`config.mk`:
```
export PLATFORM = sky130hd
export DESIGN_NAME = retire_trace_unit
export DESIGN_NICKNAME = d
export VERILOG_FILES = /design/src/rtl/retire_trace_unit.sv
export SDC_FILE = /design/constraint.sdc
export NUM_CORES = 1
export LEC_CHECK = 0
export ABC_AREA = 1
export CORE_MARGIN = 2
export CORE_UTILIZATION = 59
export CTS_CLUSTER_DIAMETER = 150
export CTS_CLUSTER_SIZE = 40
export DETAILED_ROUTE_END_ITERATION = 8
export HOLD_SLACK_MARGIN = 0.15
export PLACE_DENSITY_LB_ADDON = 0.05
export SYNTH_ARGS = -nofsm -noshare
export SYNTH_HDL_FRONTEND = slang
export SYNTH_SLANG_ARGS = --single-unit
```
`constraint.sdc`:
```
create_clock -name clk -period 7.5 [get_ports clk]
set_clock_uncertainty 0.05 [all_clocks]
set_input_delay 0.75 -clock clk [delete_from_list [all_inputs] [get_ports clk]]
set_output_delay 0.75 -clock clk [all_outputs]
set_load 0.03 [all_outputs]
```
`src/rtl/retire_trace_unit.sv`:
```
// Retirement monitor beside the writeback stage: classifies each retired instruction,
// queues a trace record in a small FIFO, and tracks cycle/inst/drop counters, halt and a hang watchdog.
module retire_trace_unit #(
    parameter int DATA_W     = 16,
    parameter int ADDR_W     = 16,
    parameter int REG_W      = 4,
    parameter int CNT_W      = 32,
    parameter int DEPTH      = 8,
    parameter int WDOG_LIMIT = 100000
) (
    input  logic              clk,
    input  logic              rst_n,
    input  logic              ret_valid,
    input  logic [ADDR_W-1:0] ret_pc,
    input  logic              ret_regwrite,
    input  logic [REG_W-1:0]  ret_wreg,
    input  logic [DATA_W-1:0] ret_wdata,
    input  logic              ret_memread,
    input  logic              ret_memwrite,
    input  logic [ADDR_W-1:0] ret_memaddr,
    input  logic [DATA_W-1:0] ret_memdata,
    input  logic              ret_halt,
    output logic              trc_valid,
    input  logic              trc_ready,
    output logic [1:0]        trc_kind,
    output logic              trc_load,
    output logic [CNT_W-1:0]  trc_inum,
    output logic [ADDR_W-1:0] trc_pc,
    output logic [REG_W-1:0]  trc_reg,
    output logic [DATA_W-1:0] trc_value,
    output logic [ADDR_W-1:0] trc_addr,
    output logic [CNT_W-1:0]  cycle_cnt,
    output logic [CNT_W-1:0]  inst_cnt,
    output logic [CNT_W-1:0]  drop_cnt,
    output logic              halted,
    output logic              done,
    output logic              timeout
);

    localparam int PTR_W = (DEPTH > 1) ? $clog2(DEPTH) : 1;
    localparam int WD_W  = $clog2(WDOG_LIMIT + 1);
    localparam logic [PTR_W:0]  CNT_FULL  = (PTR_W+1)'(DEPTH);
    localparam logic [PTR_W:0]  CNT_LIMIT = (PTR_W+1)'(DEPTH - 1);
    localparam logic [WD_W-1:0] WD_LAST   = WD_W'(WDOG_LIMIT - 1);

    localparam logic [1:0] KIND_OTHER = 2'b00;
    localparam logic [1:0] KIND_REG   = 2'b01;
    localparam logic [1:0] KIND_STORE = 2'b10;
    localparam logic [1:0] KIND_HALT  = 2'b11;

    typedef enum logic [1:0] {S_RUN, S_DRAIN, S_DONE, S_TIMEOUT} state_t;

    state_t state, state_nxt;

    logic [PTR_W-1:0] wr_ptr, rd_ptr;
    logic [PTR_W:0]   count;
    logic [WD_W-1:0]  wdog;

    logic [1:0]        mem_kind  [DEPTH];
    logic              mem_load  [DEPTH];
    logic [CNT_W-1:0]  mem_inum  [DEPTH];
    logic [ADDR_W-1:0] mem_pc    [DEPTH];
    logic [REG_W-1:0]  mem_reg   [DEPTH];
    logic [DATA_W-1:0] mem_value [DEPTH];
    logic [ADDR_W-1:0] mem_addr  [DEPTH];

    logic              accept, push, pop, drop, expire;
    logic [1:0]        rec_kind;
    logic [REG_W-1:0]  rec_reg;
    logic [DATA_W-1:0] rec_value;
    logic [ADDR_W-1:0] rec_addr;

    assign accept = (state == S_RUN) && ret_valid;
    // Last slot is reserved for the halt record; occupancy is the pre-pop count.
    assign push   = accept && (ret_halt ? (count != CNT_FULL) : (count < CNT_LIMIT));
    assign drop   = accept && !push;
    assign pop    = trc_valid && trc_ready;
    assign expire = (state == S_RUN) && !ret_valid && (wdog == WD_LAST);

    // NOTE: every always_comb output gets a default first so no latch is inferred.
    always_comb begin
        rec_kind  = KIND_OTHER;
        rec_reg   = '0;
        rec_value = '0;
        if (ret_halt) begin
            rec_kind = KIND_HALT;
        end else if (ret_regwrite) begin
            rec_kind  = KIND_REG;
            rec_reg   = ret_wreg;
            rec_value = ret_wdata;
        end else if (ret_memwrite) begin
            rec_kind  = KIND_STORE;
            rec_value = ret_memdata;
        end
        rec_addr = (ret_memread || ret_memwrite) ? ret_memaddr : '0;
    end

    always_comb begin
        state_nxt = state;
        case (state)
            S_RUN: begin
                if (accept && ret_halt) state_nxt = S_DRAIN;
                else if (expire)        state_nxt = S_TIMEOUT;
            end
            S_DRAIN:   if (pop && trc_kind == KIND_HALT) state_nxt = S_DONE;
            S_DONE:    state_nxt = S_DONE;
            S_TIMEOUT: state_nxt = S_TIMEOUT;
            default:   state_nxt = S_RUN;
        endcase
    end

    // NOTE: sequential state uses non-blocking assignments so all registers update together.
    always_ff @(posedge clk or negedge rst_n) begin
        if (!rst_n) begin
            state     <= S_RUN;
            wr_ptr    <= '0;
            rd_ptr    <= '0;
            count     <= '0;
            wdog      <= '0;
            cycle_cnt <= '0;
            inst_cnt  <= '0;
            drop_cnt  <= '0;
            halted    <= 1'b0;
        end else begin
            state <= state_nxt;
            if (push) wr_ptr <= wr_ptr + PTR_W'(1);
            if (pop)  rd_ptr <= rd_ptr + PTR_W'(1);
            if (push && !pop)      count <= count + (PTR_W+1)'(1);
            else if (pop && !push) count <= count - (PTR_W+1)'(1);
            if (state == S_RUN) begin
                cycle_cnt <= cycle_cnt + CNT_W'(1);
                if (ret_valid)      wdog <= '0;
                else if (!expire)   wdog <= wdog + WD_W'(1);
            end
            if (accept) inst_cnt <= inst_cnt + CNT_W'(1);
            if (drop && drop_cnt != '1) drop_cnt <= drop_cnt + CNT_W'(1);
            if (accept && ret_halt) halted <= 1'b1;
        end
    end

    // NOTE: FIFO storage is deliberately not reset; the pointers and count alone define validity.
    always_ff @(posedge clk) begin
        if (push) begin
            mem_kind[wr_ptr]  <= rec_kind;
            mem_load[wr_ptr]  <= ret_memread && ret_regwrite;
            mem_inum[wr_ptr]  <= inst_cnt;
            mem_pc[wr_ptr]    <= ret_pc;
            mem_reg[wr_ptr]   <= rec_reg;
            mem_value[wr_ptr] <= rec_value;
            mem_addr[wr_ptr]  <= rec_addr;
        end
    end

    assign trc_valid = (count != '0);
    assign trc_kind  = mem_kind[rd_ptr];
    assign trc_load  = mem_load[rd_ptr];
    assign trc_inum  = mem_inum[rd_ptr];
    assign trc_pc    = mem_pc[rd_ptr];
    assign trc_reg   = mem_reg[rd_ptr];
    assign trc_value = mem_value[rd_ptr];
    assign trc_addr  = mem_addr[rd_ptr];
    assign done      = (state == S_DONE);
    assign timeout   = (state == S_TIMEOUT);

endmodule

```
==> results_tabular.tex, run 1 <==
\begin{tabular}{lr}
\hline
Metric & Value \\
\hline
\multicolumn{2}{l}{\textbf{Run status}} \\
Run status & finished, final reports clean \\
\multicolumn{2}{l}{\textbf{Placed design}} \\
Number of buffers added on ports & 262 \\
Post-detail-place hpwl & 44.5 mm \\
Post-placement cell area & 37600 um2 \\
Placer's final routability congestion estimate & 0.902 \\
\multicolumn{2}{l}{\textbf{STA}} \\
Setup repair after global routing missed its margin & false \\
Final TNS setup & 0 ps \\
Final Hold Violating Endpoints & 0 \\
Share of the clock period used by the worst path & 74.7\% \\
Period minus WS final & 5600 ps \\
Pin slew with the least headroom to its limit & 1190 ps \\
Final max-slew violation count & 0 \\
Maximum clock frequency & 178 MHz \\
Worst slew margin relative to its limit & 20.6\% \\
Final setup violation count & 0 \\
\multicolumn{2}{l}{\textbf{Critical path}} \\
Standard cell with the maximum stage delay on the critical path & sky130\_fd\_sc\_hd\_\_dfrtp\_4 \\
Critical path's most frequent cell & sky130\_fd\_sc\_hd\_\_buf\_4 \\
Capturing element type of the critical path & output pin \\
Startpoint Class & register \\
Delay of the slowest cell on the worst path & 1030 ps \\
Max Fanout on Critical Path & 92 \\
Critical Path AT & 4800 ps \\
Worst endpoint required time & 6700 ps \\
Cells traversed along the worst timing path & buf\_4 > buf\_4 > o21ai\_0 > o22ai\_1 > nor2\_1 > a31oi\_1 > clkdlybuf4s50\_1 \\
Critical path class & reg -> out \\
\multicolumn{2}{l}{\textbf{Floorplanning}} \\
Area enclosed by the die boundary & 60500 um2 \\
I/O pin count & 263 \\
Site row count & 88 \\
Core Area & 57800 um2 \\
X dimension of the die & 246 um \\
Effective utilization at floorplan & 59.7\% \\
Vertical extent of the die & 246 um \\
\multicolumn{2}{l}{\textbf{Worst hold path}} \\
Worst min-delay path class & reg -> reg \\
\multicolumn{2}{l}{\textbf{Final layout}} \\
Max reg flops & 256 \\
Most common cell after layout, fill and taps aside & sky130\_fd\_sc\_hd\_\_nor2\_1 \\
Synth-to-layout area growth & 11.0\% \\
Diode count & 0 \\
Layout cells sized above 1 & 3.12\% \\
Leading cell types in the layout, fill and taps excluded & 725 x sky130\_fd\_sc\_hd\_\_nor2\_1, 696 x sky130\_fd\_sc\_hd\_\_edfxtp\_1, 354 x sky130\_fd\_sc\_hd\_\_nand2\_1 \\
Register ranked first by flip-flop count & mem\_inum \\
Net count, final & 3283 \\
Core occupancy in the finished layout & 66.3\% \\
Post-layout instance area & 38300 um2 \\
Filler instances & 4350 \\
\multicolumn{2}{l}{\textbf{Routing}} \\
Average detailed-routed wire length per instance & 20.0 um \\
Via density per instance & 5.77 \\
Antenna viol nets, final & 0 \\
Total via count after detailed routing & 22900 \\
Wire length reported by the detailed router & 79.2 mm \\
DRT Pass-1 Iters & 5 \\
DR iter-0 viols & 1981 \\
Remaining design rule violation count & 0 \\
\multicolumn{2}{l}{\textbf{Clocking}} \\
Clock sink count & 822 \\
CTS clk-pin slew, worst paths & 140 ps \\
Number of buffers between clock root and the deepest sink & 3 \\
Number of buffers added by the clock tree synthesis step & 24 \\
H-tree lvl count & 1 \\
Clock tree from TritonCTS & yes \\
Clock latency on the worst-skew pair & 630 ps \\
Clock tree root buffer cell & sky130\_fd\_sc\_hd\_\_clkbuf\_16 \\
\multicolumn{2}{l}{\textbf{Yosys}} \\
Most common flop cell mapped by yosys & sky130\_fd\_sc\_hd\_\_edfxtp\_1 \\
Ys async rst share & 15.3\% \\
Average size of a mapped cell & 11.4 um2 \\
Number of nets in the synthesized netlist & 3125 \\
Synth warn & 0 \\
Number of enable-type register cells in the synthesized netlist & 696 \\
Cells after Synth & 3035 \\
Seq/Total Area, Yosys & 69.7\% \\
Synthesized flop and latch total & 822 \\
Synthesized area & 34500 um2 \\
Post-synthesis cell type count & 40 \\
\multicolumn{2}{l}{\textbf{Power}} \\
Power Total & 11.4 mW \\
Static Leak & 13.3 nW \\
VDD IR max & 0.314 mV \\
Power density cells & 297 nW/um2 \\
\multicolumn{2}{l}{\textbf{Global route}} \\
Via count of the first global-routing pass & 22400 \\
Residual overflow from global routing & 0 \\
First-pass GRT wire length & 124 mm \\
Largest net degree at the start of global routing & 187 \\
Initial antenna violation count & 1 \\
Total track usage & 26.2\% \\
\multicolumn{2}{l}{\textbf{Job}} \\
Maximum capacitance violations & 0 \\
\hline
\end{tabular}
## per-stage QoR
step                worst slack (ps)  hold slack [ps]  instances
floorplan                       1850              392       3035
global placement                2620              400       3931
detailed placement              2600              409       3931
CTS                             1910              433       3966
global route                    1610              449       3966
finish                          1900              428       3966
## power breakdown
| part | leakage (nW) | switching, mW | internal, mW |
|---|---|---|---|
| registers | 7.87 | 0.154 | 4.95 |
| clock network | 0.327 | 1.25 | 0.629 |
| logic | 5.05 | 2.91 | 1.48 |
## cells by family after synthesis
family | count (synthesis) | synth area share, %
and+or+nand+nor | 1241 | 14.4
DFF | 822 | 69.7
AOI/OAI and AO/OA | 573 | 9.18
buffers and inverters | 294 | 3.89
xor gates and xnor gates | 91 | 2.31
adders and majority gates | 14 | 0.529
## critical path: cells and delay by family, from the launching register on
| family | cells | cell delay [ps] |
|---|---|---|
| simple gates | 1 | 50 |
| compound gates | 3 | 670 |
| buf+inv | 3 | 2280 |
| flops | 1 | 1030 |
## final timing paths
path | start | end | cells after the start | slack (ps)
worst max-delay path | rd_ptr[0]$_DFFE_PN0P_ | trc_value[13] | 7 | 1900
worst min-delay path | cycle_cnt[31]$_DFFE_PN0N_ | cycle_cnt[31]$_DFFE_PN0N_ | 1 | 430
worst max register to register | state[1]$_DFFE_PN0P_ | mem_addr[3][3]$_DFFE_PP_ | 9 | 3350
worst min register to register | cycle_cnt[31]$_DFFE_PN0N_ | cycle_cnt[31]$_DFFE_PN0N_ | 1 | 430
max in group asynchronous | rst_n | cycle_cnt[4]$_DFFE_PN0N_ | 3 | 5290
min in group asynchronous | rst_n | drop_cnt[1]$_DFFE_PN0P_ | 2 | 670
## Yosys cell counts (13+ instances only)
| cell type | count | share of area (%) |
|---|---|---|
| sky130_fd_sc_hd__a22oi_1 | 16 | 0.35 |
| sky130_fd_sc_hd__a31oi_1 | 85 | 1.5 |
| sky130_fd_sc_hd__buf_1 | 17 | 0.18 |
| sky130_fd_sc_hd__buf_2 | 20 | 0.29 |
| sky130_fd_sc_hd__buf_4 | 14 | 0.30 |
| sky130_fd_sc_hd__buf_6 | 21 | 0.69 |
| sky130_fd_sc_hd__clkbuf_1 | 82 | 0.89 |
| sky130_fd_sc_hd__dfrtp_1 | 126 | 9.1 |
| sky130_fd_sc_hd__edfxtp_1 | 696 | 61 |
| sky130_fd_sc_hd__ha_1 | 13 | 0.47 |
| sky130_fd_sc_hd__inv_1 | 135 | 1.5 |
| sky130_fd_sc_hd__nand2_1 | 354 | 3.8 |
| sky130_fd_sc_hd__nand3_1 | 50 | 0.72 |
| sky130_fd_sc_hd__nand4_1 | 28 | 0.51 |
| sky130_fd_sc_hd__nor2_1 | 734 | 8.0 |
| sky130_fd_sc_hd__nor3_1 | 40 | 0.58 |
| sky130_fd_sc_hd__o21ai_0 | 307 | 4.5 |
| sky130_fd_sc_hd__o21ai_1 | 61 | 0.88 |
| sky130_fd_sc_hd__o22ai_1 | 85 | 1.5 |
| sky130_fd_sc_hd__xnor2_1 | 38 | 0.96 |
| sky130_fd_sc_hd__xor2_1 | 53 | 1.3 |
## layer usage
layer	track usage [%]	part of all wire, %
met1	36.6	42
met2	44.7	49
met3	2.85	6.1
met4	6.11	2.2
met5	0	0.016
## cell type report
class / count / area (um2) / area share [%]
clock buffer: 33 / 656 / 1.71
clock inverter: 1 / 20.0 / 0.0523
inverter: 140 / 546 / 1.42
multi-input combinational: 1919 / 9190 / 24.0
sequential: 822 / 24100 / 62.8
tap: 765 / 957 / 2.50
timing repair buffer: 286 / 2880 / 7.51
## what timing repair did
action | in CTS | in global routing
resized for setup | 0 | 0
hold buffers | 1 | 0
endpoints found under the hold margin | 16 | 0
setup buffers | 0 | 0
Note: power is estimated with default switching activity, not from simulation.
==> inputs of run 2 (changes only) <==
Settings changed: CORE_UTILIZATION 59 to 53.
Clock period 7.5 ns to 4.8 ns, I/O delays scaled along.
==> results_tabular.tex, run 2 (synthesis gave the netlist of run 1 again) <==
\begin{tabular}{lr}
\hline
Metric & Value \\
\hline
\multicolumn{2}{l}{\textbf{Run status}} \\
Run status & finished, final reports clean \\
\multicolumn{2}{l}{\textbf{Critical path}} \\
Reg2reg end & count[3]\$\_DFFE\_PN0P\_ \\
Reg-to-reg startpoint & state[0]\$\_DFFE\_PN0P\_ \\
Worst endpoint required time & 4270 ps \\
Max Fanout on Critical Path & 57 \\
Critical Path AT & 3840 ps \\
Capturing element type of the critical path & output pin \\
Critical path class & reg -> out \\
Reg2Reg Setup Slack & 1550 ps \\
Depth of the worst register-to-register path & 17 \\
Startpoint Class & register \\
\multicolumn{2}{l}{\textbf{STA}} \\
Setup repair after global routing missed its margin & false \\
Final Hold Violating Endpoints & 0 \\
Final setup violation count & 0 \\
Pin slew with the least headroom to its limit & 959 ps \\
Share of the clock period used by the worst path & 91.1\% \\
Maximum clock frequency & 229 MHz \\
Period minus WS final & 4370 ps \\
Worst slew margin relative to its limit & 36.0\% \\
Final max-slew violation count & 0 \\
Post-layout worst setup margin & 429 ps \\
\multicolumn{2}{l}{\textbf{Power}} \\
Internal Dissipation & 11.1 mW \\
VDD IR max & 0.329 mV \\
Sw Ratio & 37.9\% \\
Relative contribution of sequential cells to total power & 43.9\% \\
Static Leak & 13.4 nW \\
Share of power burned in the clock network & 16.7\% \\
Net load switching power & 6.81 mW \\
Power density cells & 465 nW/um2 \\
Logic pwr share & 39.4\% \\
\multicolumn{2}{l}{\textbf{Routing}} \\
Metal1 wirelength & 35.6 mm \\
Routed wire length on met2 & 40.1 mm \\
DRT Pass-1 Iters & 5 \\
Antenna viol nets, final & 0 \\
Total via count after detailed routing & 22900 \\
Wire length reported by the detailed router & 81.4 mm \\
Remaining design rule violation count & 0 \\
DR iter-0 viols & 1773 \\
Average detailed-routed wire length per instance & 19.9 um \\
Wire length on met3 & 3.91 mm \\
Uppermost signal routing layer after detailed routing & met5 \\
Via density per instance & 5.61 \\
\multicolumn{2}{l}{\textbf{Floorplanning}} \\
Effective utilization at floorplan & 53.6\% \\
Area enclosed by the die boundary & 67200 um2 \\
I/O pin count & 263 \\
Vertical extent of the die & 259 um \\
Site row count & 93 \\
Core Area & 64500 um2 \\
X dimension of the die & 259 um \\
\multicolumn{2}{l}{\textbf{Clocking}} \\
Number of buffers between clock root and the deepest sink & 3 \\
Clock tree from TritonCTS & yes \\
CTS clk-pin slew, worst paths & 140 ps \\
Clock latency on the worst-skew pair & 620 ps \\
Number of instances resized during post-cts repair & 0 \\
H-tree lvl count & 1 \\
Number of buffers added by the clock tree synthesis step & 24 \\
\# Post-CTS Setup Buffers & 0 \\
Number of hold buffers added after CTS & 1 \\
Clock sink count & 822 \\
Clock tree root buffer cell & sky130\_fd\_sc\_hd\_\_clkbuf\_16 \\
\multicolumn{2}{l}{\textbf{Worst hold path}} \\
Hold Path Sink & count[3]\$\_DFFE\_PN0P\_ \\
Worst min-delay path class & reg -> reg \\
Worst hold stages & 1 \\
Hold Startpoint & count[3]\$\_DFFE\_PN0P\_ \\
\multicolumn{2}{l}{\textbf{Placed design}} \\
Post-detail-place hpwl & 47.0 mm \\
Pre-CTS worst setup slack & 1090 ps \\
Placer's final routability congestion estimate & 0.863 \\
Number of buffers added on ports & 262 \\
Number of placed cells counting well taps & 4037 \\
\multicolumn{2}{l}{\textbf{Global route}} \\
Total track usage & 24.0\% \\
Via count of the first global-routing pass & 22600 \\
Largest net degree at the start of global routing & 150 \\
Residual overflow from global routing & 0 \\
First-pass GRT wire length & 126 mm \\
Initial antenna violation count & 1 \\
\multicolumn{2}{l}{\textbf{Final layout}} \\
Most common cell after layout, fill and taps aside & sky130\_fd\_sc\_hd\_\_nor2\_1 \\
Register ranked first by flip-flop count & mem\_inum \\
Max reg flops & 256 \\
Leading cell types in the layout, fill and taps excluded & 725 x sky130\_fd\_sc\_hd\_\_nor2\_1, 696 x sky130\_fd\_sc\_hd\_\_edfxtp\_1, 354 x sky130\_fd\_sc\_hd\_\_nand2\_1 \\
Synth-to-layout area growth & 12.0\% \\
Non-filler cells in the finished layout & 4083 \\
Layout cells sized above 1 & 3.60\% \\
Net count, final & 3299 \\
\multicolumn{2}{l}{\textbf{Job}} \\
Maximum capacitance violations & 0 \\
\hline
\end{tabular}
run 2: routing by layer:
metal	vias up	track usage, %
li1	10900	-
met3	108	2.84
met4	2	5.25
met5	-	0
met1	11400	32.6
met2	533	41.9
run 2: how the worst max path moves through the flow:
stage | start | endpoint | slack, ps
after floorplan | state[0]$_DFFE_PN0P_ | mem_addr[0][0]$_DFFE_PP_ | -710
after global placement | rd_ptr[1]$_DFFE_PN0P_ | trc_addr[5] | 1090
after detailed placement | rd_ptr[0]$_DFFE_PN0P_ | trc_value[12] | 1090
after CTS | rd_ptr[0]$_DFFE_PN0P_ | trc_value[12] | 390
after global routing | rd_ptr[0]$_DFFE_PN0P_ | trc_value[7] | 210
final | rd_ptr[0]$_DFFE_PN0P_ | trc_value[12] | 430
run 2: through the flow:
stage / hold slack (ps) / utilization (%) / area [um2] / TNS [ps] / total power, mW
after detailed placement: 407 / 58.9 / 37900 / 0 / 15.2
after global placement: 404 / 58.9 / 37900 / 0 / 15.0
after global routing: 441 / 60.0 / 38700 / 0 / 18.9
after CTS: 430 / 60.0 / 38700 / 0 / 18.1
final: 429 / 60.0 / 38700 / 0 / 18.0
after floorplan: 134 / - / 34500 / -246980 / 12.7
run 2: power groups by stage:
| stage | Clock [mW] | Combinational (mW) | Sequential [mW] |
|---|---|---|---|
| 3_3_place_gp | 0 | 7.00 | 8.04 |
| 3_5_place_dp | 0 | 7.11 | 8.04 |
| 6_report | 3.00 | 7.08 | 7.88 |
| 5_1_grt | 3.28 | 7.70 | 7.90 |
| 2_1_floorplan | 0 | 4.75 | 7.93 |
| 4_1_cts | 3.07 | 7.13 | 7.88 |
run 2: layout make-up:
type,count,area (um2)
antenna,2,5.00
clock buffer,42,689
clock inverter,1,20.0
fill,5316,25800
inverter,140,546
multi-input combinational,1919,9190
sequential,822,24100
tap,855,1070
timing repair buffer,302,3090
run 2: worst max-delay path, stage by stage, from the launching register on:
cell                              delay, ps
sky130_fd_sc_hd__dfrtp_4                670
sky130_fd_sc_hd__buf_4                  580
sky130_fd_sc_hd__buf_4                  550
sky130_fd_sc_hd__o21ai_0                170
sky130_fd_sc_hd__o22ai_1                200
sky130_fd_sc_hd__nor2_1                  60
sky130_fd_sc_hd__a31oi_1                230
sky130_fd_sc_hd__clkdlybuf4s50_1        720
